**src/rtl/nes_rom_pkg.sv**
```systemverilog
// ============================================================================
// Module      : nes_rom_pkg
// Description : iNES loader constants, FSM state and error-code types.
// Revision    : 1.0 - initial release
// ============================================================================
`default_nettype none

package nes_rom_pkg;

    localparam logic [31:0] INES_MAGIC     = 32'h4E45_531A;
    localparam int          INES_HDR_LEN   = 16;
    localparam int          PRG_BANK_BYTES = 16384;
    localparam int          CHR_BANK_BYTES = 8192;
    localparam int          TRAINER_BYTES  = 512;

    typedef enum logic [2:0] {
        S_IDLE = 3'd0,
        S_HDR  = 3'd1,
        S_TRN  = 3'd2,
        S_PRG  = 3'd3,
        S_CHR  = 3'd4,
        S_DONE = 3'd5,
        S_ERR  = 3'd6
    } ldr_state_t;

    typedef enum logic [1:0] {
        ERR_NONE   = 2'd0,
        ERR_MAGIC  = 2'd1,
        ERR_FORMAT = 2'd2,
        ERR_RSVD   = 2'd3
    } ldr_err_t;

    // Expected header byte at offsets 0..3.
    function automatic logic [7:0] magic_byte(input logic [1:0] idx);
        case (idx)
            2'd0:    return INES_MAGIC[31:24];
            2'd1:    return INES_MAGIC[23:16];
            2'd2:    return INES_MAGIC[15:8];
            default: return INES_MAGIC[7:0];
        endcase
    endfunction

endpackage

`default_nettype wire

```
**src/rtl/ines_hdr_check.sv**
```systemverilog
// ============================================================================
// Module      : ines_hdr_check
// Description : Combinational magic / format check for iNES header bytes 0..7.
// Revision    : 1.0 - initial release
// ============================================================================
`default_nettype none

module ines_hdr_check
    import nes_rom_pkg::*;
#(
    parameter int MAX_PRG_BANKS = 1
) (
    input  logic [3:0] idx,
    input  logic [7:0] data,
    input  logic [7:0] prg_banks,
    input  logic [7:0] chr_banks,
    input  logic [3:0] mapper_lo,
    output logic       magic_ok,
    output logic       format_ok
);

    always_comb begin
        magic_ok  = 1'b1;
        format_ok = 1'b1;
        if (idx < 4'd4 && data != magic_byte(idx[1:0])) begin
            magic_ok = 1'b0;
        end
        // At byte 7 the bank counts and mapper low nibble are already latched.
        if (idx == 4'd7) begin
            format_ok = (prg_banks >= 8'd1) && (int'(prg_banks) <= MAX_PRG_BANKS) &&
                        (chr_banks == 8'd1) && (data[7:4] == 4'd0) && (mapper_lo == 4'd0);
        end
    end

endmodule

`default_nettype wire

```
**src/rtl/ines_loader.sv**
```systemverilog
// ============================================================================
// Module      : ines_loader
// Description : Streams an NROM iNES image into the cartridge ROM store.
//               Optional trainer skipping via INES_TRAINER_SKIP_EN.
// Revision    : 1.0 - initial release
// ============================================================================
`default_nettype none

module ines_loader
    import nes_rom_pkg::*;
#(
    parameter int ADDR_W        = 15,
    parameter int MAX_PRG_BANKS = 1
) (
    input  logic              cpu_clk,
    input  logic              rst,
    input  logic              start,
    input  logic [7:0]        in_data,
    input  logic              in_valid,
    output logic              in_ready,
    output logic              wr_en,
    output logic [ADDR_W-1:0] wr_addr,
    output logic [7:0]        wr_data,
    output logic              busy,
    output logic              done,
    output logic              err,
    output logic [1:0]        err_code,
    output logic [7:0]        prg_banks,
    output logic [7:0]        chr_banks,
    output logic              mirror_v
);

    localparam int CW = ADDR_W + 1;

    ldr_state_t        r_state, w_state_nxt;
    ldr_err_t          r_err_code, w_err_nxt;
    logic [ADDR_W:0]   r_cnt;
    logic [ADDR_W:0]   w_cnt_nxt;
    logic [ADDR_W:0]   w_prg_end;
    logic [ADDR_W:0]   w_chr_end;
    logic              r_wr_en;
    logic [ADDR_W-1:0] r_wr_addr;
    logic [7:0]        r_wr_data;
    logic [7:0]        r_prg_banks;
    logic [7:0]        r_chr_banks;
    logic              r_mirror_v;
    logic [3:0]        r_map_lo;
    logic              r_trainer;
    logic              w_acc;
    logic              w_restart;
    logic              w_magic_ok;
    logic              w_chk_fmt_ok;
    logic              w_fmt_ok;
`ifdef INES_TRAINER_SKIP_EN
    logic [8:0]        r_trn_cnt;
`endif

    assign in_ready  = (r_state == S_HDR) || (r_state == S_TRN) ||
                       (r_state == S_PRG) || (r_state == S_CHR);
    assign busy      = in_ready;
    assign done      = (r_state == S_DONE);
    assign err       = (r_state == S_ERR);
    assign err_code  = r_err_code;
    assign wr_en     = r_wr_en;
    assign wr_addr   = r_wr_addr;
    assign wr_data   = r_wr_data;
    assign prg_banks = r_prg_banks;
    assign chr_banks = r_chr_banks;
    assign mirror_v  = r_mirror_v;

    assign w_acc     = in_valid && in_ready;
    assign w_restart = start && ((r_state == S_IDLE) || (r_state == S_DONE) || (r_state == S_ERR));
    assign w_cnt_nxt = r_cnt + 1'b1;
    // Exclusive end offsets of the PRG and CHR regions in the stored image.
    assign w_prg_end = CW'(INES_HDR_LEN + int'(r_prg_banks) * PRG_BANK_BYTES);
    assign w_chr_end = CW'(INES_HDR_LEN + int'(r_prg_banks) * PRG_BANK_BYTES + CHR_BANK_BYTES);

    ines_hdr_check #(
        .MAX_PRG_BANKS (MAX_PRG_BANKS)
    ) u_hdr_check (
        .idx       (r_cnt[3:0]),
        .data      (in_data),
        .prg_banks (r_prg_banks),
        .chr_banks (r_chr_banks),
        .mapper_lo (r_map_lo),
        .magic_ok  (w_magic_ok),
        .format_ok (w_chk_fmt_ok)
    );

`ifdef INES_TRAINER_SKIP_EN
    assign w_fmt_ok = w_chk_fmt_ok;
`else
    assign w_fmt_ok = w_chk_fmt_ok && !(r_cnt[3:0] == 4'd7 && r_trainer);
`endif

    always_ff @(posedge cpu_clk or posedge rst) begin
        if (rst) begin
            r_state    <= S_IDLE;
            r_err_code <= ERR_NONE;
        end else begin
            r_state    <= w_state_nxt;
            r_err_code <= w_err_nxt;
        end
    end

    always_comb begin
        w_state_nxt = r_state;
        w_err_nxt   = r_err_code;
        case (r_state)
            S_IDLE: if (start) w_state_nxt = S_HDR;
            S_HDR: begin
                if (w_acc) begin
                    if (!w_magic_ok) begin
                        w_state_nxt = S_ERR;
                        w_err_nxt   = ERR_MAGIC;
                    end else if (!w_fmt_ok) begin
                        w_state_nxt = S_ERR;
                        w_err_nxt   = ERR_FORMAT;
                    end else if (r_cnt[3:0] == 4'd15) begin
`ifdef INES_TRAINER_SKIP_EN
                        w_state_nxt = r_trainer ? S_TRN : S_PRG;
`else
                        w_state_nxt = S_PRG;
`endif
                    end
                end
            end
`ifdef INES_TRAINER_SKIP_EN
            S_TRN: if (w_acc && r_trn_cnt == 9'(TRAINER_BYTES - 1)) w_state_nxt = S_PRG;
`endif
            S_PRG: if (w_acc && w_cnt_nxt == w_prg_end) w_state_nxt = S_CHR;
            S_CHR: if (w_acc && w_cnt_nxt == w_chr_end) w_state_nxt = S_DONE;
            S_DONE, S_ERR: begin
                if (start) begin
                    w_state_nxt = S_HDR;
                    w_err_nxt   = ERR_NONE;
                end
            end
            default: w_state_nxt = S_IDLE;
        endcase
    end

    always_ff @(posedge cpu_clk or posedge rst) begin
        if (rst) begin
            r_cnt       <= '0;
            r_wr_en     <= 1'b0;
            r_wr_addr   <= '0;
            r_wr_data   <= 8'd0;
            r_prg_banks <= 8'd0;
            r_chr_banks <= 8'd0;
            r_mirror_v  <= 1'b0;
            r_map_lo    <= 4'd0;
            r_trainer   <= 1'b0;
        end else begin
            // Trainer bytes are consumed without advancing the store address.
            r_wr_en <= w_acc && (r_state != S_TRN);
            if (w_restart) begin
                r_cnt <= '0;
            end else if (w_acc && r_state != S_TRN) begin
                r_cnt <= w_cnt_nxt;
            end
            if (w_acc) begin
                r_wr_addr <= r_cnt[ADDR_W-1:0];
                r_wr_data <= in_data;
            end
            if (w_acc && r_state == S_HDR) begin
                if (r_cnt[3:0] == 4'd4) r_prg_banks <= in_data;
                if (r_cnt[3:0] == 4'd5) r_chr_banks <= in_data;
                if (r_cnt[3:0] == 4'd6) begin
                    r_mirror_v <= in_data[0];
                    r_trainer  <= in_data[2];
                    r_map_lo   <= in_data[7:4];
                end
            end
        end
    end

`ifdef INES_TRAINER_SKIP_EN
    always_ff @(posedge cpu_clk or posedge rst) begin
        if (rst) begin
            r_trn_cnt <= 9'd0;
        end else if (r_state != S_TRN) begin
            r_trn_cnt <= 9'd0;
        end else if (w_acc) begin
            r_trn_cnt <= r_trn_cnt + 1'b1;
        end
    end
`endif

endmodule

`default_nettype wire

```
**config.mk**
```make
export PLATFORM = sky130hd
export DESIGN_NAME = ines_loader
export DESIGN_NICKNAME = d
export VERILOG_FILES = /design/src/rtl/nes_rom_pkg.sv /design/src/rtl/ines_hdr_check.sv /design/src/rtl/ines_loader.sv
export SDC_FILE = /design/constraint.sdc
export NUM_CORES = 1
export LEC_CHECK = 0
export ABC_AREA = 1
export CAP_MARGIN = 0
export CORE_UTILIZATION = 30
export DETAILED_ROUTE_END_ITERATION = 6
export MAX_ROUTING_LAYER = met4
export PLACE_DENSITY_LB_ADDON = 0.08
export SLEW_MARGIN = 20
export SYNTH_ARGS = -nofsm -noshare
export SYNTH_HDL_FRONTEND = slang
export SYNTH_SLANG_ARGS = --single-unit
export TNS_END_PERCENT = 50
```
**constraint.sdc**
```tcl
create_clock -name cpu_clk -period 3.9 [get_ports cpu_clk]
set_clock_uncertainty 0.15 [all_clocks]
set_input_delay 0.78 -clock cpu_clk [delete_from_list [all_inputs] [get_ports cpu_clk]]
set_output_delay 0.78 -clock cpu_clk [all_outputs]
set_load 0.02 [all_outputs]
```
# ---- After elaboration in Yosys (flattened, before gate mapping)
# Cells that the tools add are included.
# Widths: inputs -> output; s select.
dict set report word_totals {
  n_memories 0
  in_bits 12
  latchBits 0
  word_cells 91
  ff_bits 67
  ramBits 0
  output_inout_bits 47
  rom_bits 0
}
dict set report op_classes {
  n_mux 17
  shifts 0
  multipliers 0
  eq_ne 25
  addsub 3
  n_reduce_logical 32
  magnitude_cmp 3
  n_bitwise 0
  div 0
}
# op count
set ops {}
lappend ops {{$eq 16x16->1} 2}
lappend ops {{$mux 16} 2}
lappend ops {{$mux 3} 7}
lappend ops {{$pmux 7 s3} 1}
lappend ops {{$add 16x1->16 const B} 1}
lappend ops {{$add 16x14->16 const B} 1}
lappend ops {{$add 5x16->16 const A} 1}
lappend ops {{$eq 4x3->1 const B} 4}
lappend ops {{$logic_and 1x1->1} 13}
lappend ops {{$pmux 3 s4} 1}
lappend ops {{$eq 3x3->1 const B} 3}
lappend ops {{$eq 8x1->1 const B} 1}
lappend ops {{$ge 8x1->1 const B} 1}
lappend ops {{$le 8x1->1 const B} 1}
lappend ops {{$logic_not 4->1} 2}
lappend ops {{$mux 2} 4}
lappend ops {{$ne 8x7->1} 1}
lappend ops {{$eq 3x2->1 const B} 2}
lappend ops {{$ne 2x1->1 const B} 3}
lappend ops {{$ne 3x2->1 const B} 2}
lappend ops {{$reduce_and 2->1} 3}
lappend ops {{$logic_or 1x1->1} 5}
lappend ops {{$reduce_and 5->1} 1}
lappend ops {{$eq 4x4->1 const B} 1}
lappend ops {{other kinds (15)} 17}

# ---- Depth between registers and ports, before layout
dict set report depth {
  word_depth 11
  depth_mapped 15
  depth_no_buf 15
}

# ---- Cells and area by module
# Synthesis repeated with hierarchy kept, for this count alone.
dict set report hier_totals {
  cells_unflattened 448
  area_unflattened_um2 3457.1
}
# module area_per_inst_um2 seq_area_each_um2 cells_per_inst instances
set modules_own_cells {}
lappend modules_own_cells {ines_loader 3143.0 1676.6 386 1}
lappend modules_own_cells {ines_hdr_check 314.1 0.0 62 1}

# ---- Least setup slack after synthesis
# OpenSTA, ideal clock, no wires.
dict set report synth_path {
  path_type {flip-flop to flip-flop}
  from {register r_cnt[0]}
  to {register r_state[0]}
  path_slack_ns 1.901
  required_ns 3.633
  setup_ns 0.117
  t_arrival_ns 1.732
  period_less_slack_ns 1.999
  path_buffers 0
  stages_incl_launch_ff 14
  path_cell_list {dfrtp_1 inv_1 ha_1 inv_1 nand2_1 nand4_1 nor2_1 nand3_1 nand2_1 nand2_1 nor2_1 nor2_4 nand3_1 nand2_1}
}
dict set report synth_between {
  elab_chain_cells 8
  word_cells_on_any_way 26
  cone_classes {add/sub (1); order compare (1); eq/ne (10); mux (6); reduce/logical (8)}
}
# element line
set synth_lines {}
lappend synth_lines {{start, declared} ines_loader.sv:37} ;# logic [ADDR_W:0] r_cnt;
lappend synth_lines {{start signal, assigned} ines_loader.sv:160} ;# r_cnt <= w_cnt_nxt;
lappend synth_lines {{parallel branches: the longest is 8 deep, another holds $add 16x1->16} n/a}
lappend synth_lines {{end signal, assigned} ines_loader.sv:101} ;# r_state <= w_state_nxt;
lappend synth_lines {{end, declared} ines_loader.sv:35} ;# ldr_state_t r_state, w_state_nxt;
# Several ways; the timed one is not identified. The select of a mux whose other input is x is not followed.
# A chain may end at the register's enable or synchronous reset.

# ---- Worst setup path after layout
dict set report layout_path {
  from {register r_state[1]}
  to {output port in_ready}
}
dict set report layout_between {
  elab_chain_cells 4
  word_cells_on_any_way 7
  cone_classes {eq/ne (4); reduce/logical (3)}
}
# element line
set layout_lines {}
lappend layout_lines {{$eq 3x1->1 / $eq 3x2->1 (equally long branches)} ines_loader.sv:58} ;# assign in_ready = (r_state == S_HDR) || (r_state == S_TRN) ||
lappend layout_lines {{$logic_or 1x1->1 (2 in series)} ines_loader.sv:58}
lappend layout_lines {{$logic_or 1x1->1 *} ines_loader.sv:59} ;# (r_state == S_PRG) || (r_state == S_CHR);
lappend layout_lines {{end, declared} ines_loader.sv:20} ;# output logic in_ready,
# Mark *: on every way between the ends. The rest lies on a longest branch, timed or not.

==> metrics.txt <==
result of the run complete, no violations; maximum fanout count along the critical path 7; slew margin rel. 0.497; latest clock arrival within the worst-skew pair 0.33 ns; total CTS buffers 9; instance count of the mapped netlist 424; register bit count reported by yosys 67; mean area per synthesized cell 8.51 sq um; final-stage net count 497; area occupied by multi-input gates 1680 sq um; net switching power 0.00120 W; transition time at the pin with the least slew margin 0.754 ns; starting utilization of the core area 0.312; Data required, critical path 2.97 ns; arrival time reported for the critical path endpoint 1.92 ns; via count of the first global-routing pass 2946; # fillers 1195; post-detailed-route DRC marker count 0; sequential cell area 1680 sq um; setup fix buffers added after clock tree synthesis 0; post-cts resize count 0; global-route total usage across every layer 0.160; detailed placer's ending HPWL 6500 microns; portion of total power attributed to sequential cells 0.321; number of vias in the routed layout 2901; Post-Synthesis Net Count 441; CTS Hold Buffers Added 0; share of total power in combinational logic 0.390; Setup TNS Final 0 ns; worst min-delay path class reg -> reg; Horiz. Die Dim 112 microns; number of setup violations in the final report 0; startpoint type of the worst setup path flip-flop; share of the cycle needed by the critical path after routing 0.730; # clock sinks 67; Yosys warning total 0; final-report max-slew violation count 0; buffers added on ports 58; core footprint 11600 sq um; Seq/Total Area, Yosys 0.465; final weighted congestion of routability-driven global placement 0.811; IR Drop Worst-Case VDD 0.000267 V; Final Routed Wirelength 9000 microns; first-pass GRT wire length 15200 microns; CTS tree yes; total standard cell area after synthesis 3610 sq um; layout cell share with drive strength beyond 1 0.142; pin count of the biggest net entering global routing 50; number of diodes 0; Clk network pwr share 0.289; RSZ-0062 raised after global routing no; clock root buffer sky130_fd_sc_hd__clkbuf_16; Power Dens Cells 667 nW/um^2; Int Power 0.00187 W; Die Height 112 microns; Max Clock Freq 351 MHz; CP Capture Type primary output; number of H-tree branching levels 3; final hold violation count 0; die area 12500 sq um; minimum clock period 2.85 ns; routed len/inst 14.3 microns; total I/O pin count 59; utilization after layout 0.398; sw frac 0.390; MaxCap Viol Count 0; via density per instance 4.62; post-synthesis to final-layout area growth 27.7%; number of search-and-repair iterations in the first detailed-routing pass 4; DRT iter0 DRCs 115; critical path start-end classification reg -> out; number of different library cells in the post-synthesis netlist 32; leakage power 2.07 nW; residual antenna-violating net count after detailed routing 0; global route overflow 0; clock-pin slew on the worst setup and hold paths 0.06 ns; number of antenna violations at the first check in global routing 0; clk buf depth 2; placement row count 39
-- worst max-delay path, stage by stage (launching register included) --
cell	delay [ns]
sky130_fd_sc_hd__dfrtp_1	0.50
sky130_fd_sc_hd__nor2_2	0.24
sky130_fd_sc_hd__nand2_2	0.10
sky130_fd_sc_hd__nand2_2	0.13
sky130_fd_sc_hd__clkdlybuf4s50_1	0.62
-- power by group through the flow --
stage	Clock [W]	Sequential (W)	Combinational, W
after global placement	0	0.000998	0.00121
after floorplan	0	0.00107	0.000751
after detailed placement	0	0.000995	0.00122
final	0.000888	0.000985	0.00120
after global routing	0.000938	0.00101	0.00133
after CTS	0.000901	0.000986	0.00122
-- stage by stage --
step / power, W / cells / cell area [sq um] / setup slack, ns / hold slack, ns
after global routing: 0.00327 / 628 / 4610 / 0.966 / 0.354
after global placement: 0.00221 / 612 / 4290 / 0.994 / 0.319
after CTS: 0.00311 / 628 / 4610 / 1.04 / 0.340
after detailed placement: 0.00221 / 612 / 4290 / 0.939 / 0.326
after floorplan: 0.00183 / 424 / 3610 / 1.29 / 0.309
final: 0.00307 / 628 / 4610 / 1.05 / 0.330
-- logic make-up (layout without fill, tap and decap cells) --
logic type / count (synthesis) / after routing / synth area share
adders and majority gates: 5 / 5 / 0.0173
AOI/OAI and AO/OA: 71 / 71 / 0.127
and+or+nand+nor: 220 / 220 / 0.308
DFF: 67 / 67 / 0.465
xor gates and xnor gates: 5 / 5 / 0.0121
buffers and inverters: 56 / 117 / 0.0708
-- routing by layer --
| layer | vias up | GRT usage | share of wire |
|---|---|---|---|
| met4 | 0 | 0.0387 | 0.0069 |
| met2 | 46 | 0.253 | 0.49 |
| met5 | - | - | 0 |
| met1 | 1352 | 0.212 | 0.48 |
| li1 | 1498 | - | - |
| met3 | 5 | 0.0310 | 0.022 |
-- sequential cells by signal, summed over array words and instances, names as in the netlist --
| name | flops |
|---|---|
| wr_addr | 15 |
| err_code | 2 |
| chr_banks | 8 |
| wr_data | 8 |
| r_map_lo | 4 |
| wr_en | 1 |
| prg_banks | 8 |
| r_cnt | 16 |
| r_trainer | 1 |
| mirror_v | 1 |
| r_state | 3 |
-- cells in the final DEF, fill, tap and decap left out, types with 2 or more instances in the layout --
master	synthesis	routed
sky130_fd_sc_hd__nor2_2	6	6
sky130_fd_sc_hd__inv_2	5	6
sky130_fd_sc_hd__clkdlybuf4s50_1	0	58
sky130_fd_sc_hd__ha_1	5	5
sky130_fd_sc_hd__inv_1	37	36
sky130_fd_sc_hd__o22ai_2	10	10
sky130_fd_sc_hd__nor2_8	2	2
sky130_fd_sc_hd__clkinv_2	0	2
sky130_fd_sc_hd__o21ai_1	22	22
sky130_fd_sc_hd__nor2_4	5	5
sky130_fd_sc_hd__dfrtp_1	67	67
sky130_fd_sc_hd__xor2_1	5	5
sky130_fd_sc_hd__nand2_2	7	7
sky130_fd_sc_hd__nand4_1	5	5
sky130_fd_sc_hd__nand4_4	2	2
sky130_fd_sc_hd__nand2_4	6	6
sky130_fd_sc_hd__clkbuf_16	0	9
sky130_fd_sc_hd__nand3_2	5	5
sky130_fd_sc_hd__o21ai_0	34	34
sky130_fd_sc_hd__nand3b_1	3	3
sky130_fd_sc_hd__nand3_1	24	24
sky130_fd_sc_hd__clkinvlp_4	0	3
sky130_fd_sc_hd__nor3_1	5	5
sky130_fd_sc_hd__nand2_1	123	123
sky130_fd_sc_hd__nor2_1	26	26
sky130_fd_sc_hd__bufinv_16	0	2
-- final timing paths --
path | from | slack (ns) | to | cells after the start
max | r_state[1] | 1.05 | in_ready | 4
min | wr_addr[9] | 0.33 | wr_addr[9] | 2
max reg2reg | r_state[1] | 1.38 | r_cnt[0] | 8
min reg2reg | wr_addr[9] | 0.33 | wr_addr[9] | 2
max in group asynchronous | rst | 2.18 | r_cnt[11] | 3
min in group asynchronous | rst | 0.76 | wr_data[5] | 2
-- layout make-up --
class	instances	area share
Clock buffer	9	0.0489
Clock inverter	7	0.0201
Inverter	42	0.0342
Multi-Input combinational cell	301	0.364
Sequential cell	67	0.364
Tap cell	143	0.0388
Timing Repair Buffer	59	0.130
-- synthesized netlist by cell type --
master,count,share of area
sky130_fd_sc_hd__nand2_1,123,0.13
sky130_fd_sc_hd__buf_8,1,0.0042
sky130_fd_sc_hd__inv_2,5,0.0052
sky130_fd_sc_hd__buf_4,3,0.0062
sky130_fd_sc_hd__nand2_4,6,0.019
sky130_fd_sc_hd__o21ai_0,34,0.047
sky130_fd_sc_hd__o21ai_1,22,0.031
sky130_fd_sc_hd__dfrtp_1,67,0.46
sky130_fd_sc_hd__nand4_4,2,0.012
sky130_fd_sc_hd__buf_2,6,0.0083
sky130_fd_sc_hd__o211ai_1,1,0.0021
sky130_fd_sc_hd__o22ai_2,10,0.035
sky130_fd_sc_hd__nand4_1,5,0.0087
sky130_fd_sc_hd__buf_6,2,0.0062
sky130_fd_sc_hd__nand2_2,7,0.012
sky130_fd_sc_hd__a21oi_1,1,0.0014
sky130_fd_sc_hd__o21ai_2,1,0.0024
sky130_fd_sc_hd__clkbuf_1,2,0.0021
sky130_fd_sc_hd__a31oi_4,1,0.0059
sky130_fd_sc_hd__nor3_4,1,0.0045
sky130_fd_sc_hd__nor2_8,2,0.011
sky130_fd_sc_hd__nor3_1,5,0.0069
sky130_fd_sc_hd__nor2_4,5,0.016
sky130_fd_sc_hd__nand3_2,5,0.014
sky130_fd_sc_hd__nor2_2,6,0.010
sky130_fd_sc_hd__nor2_1,26,0.027
sky130_fd_sc_hd__ha_1,5,0.017
sky130_fd_sc_hd__nand3b_1,3,0.0062
sky130_fd_sc_hd__inv_1,37,0.039
sky130_fd_sc_hd__a221oi_1,1,0.0024
sky130_fd_sc_hd__xor2_1,5,0.012
sky130_fd_sc_hd__nand3_1,24,0.033
(Power assumes the default switching activity.)
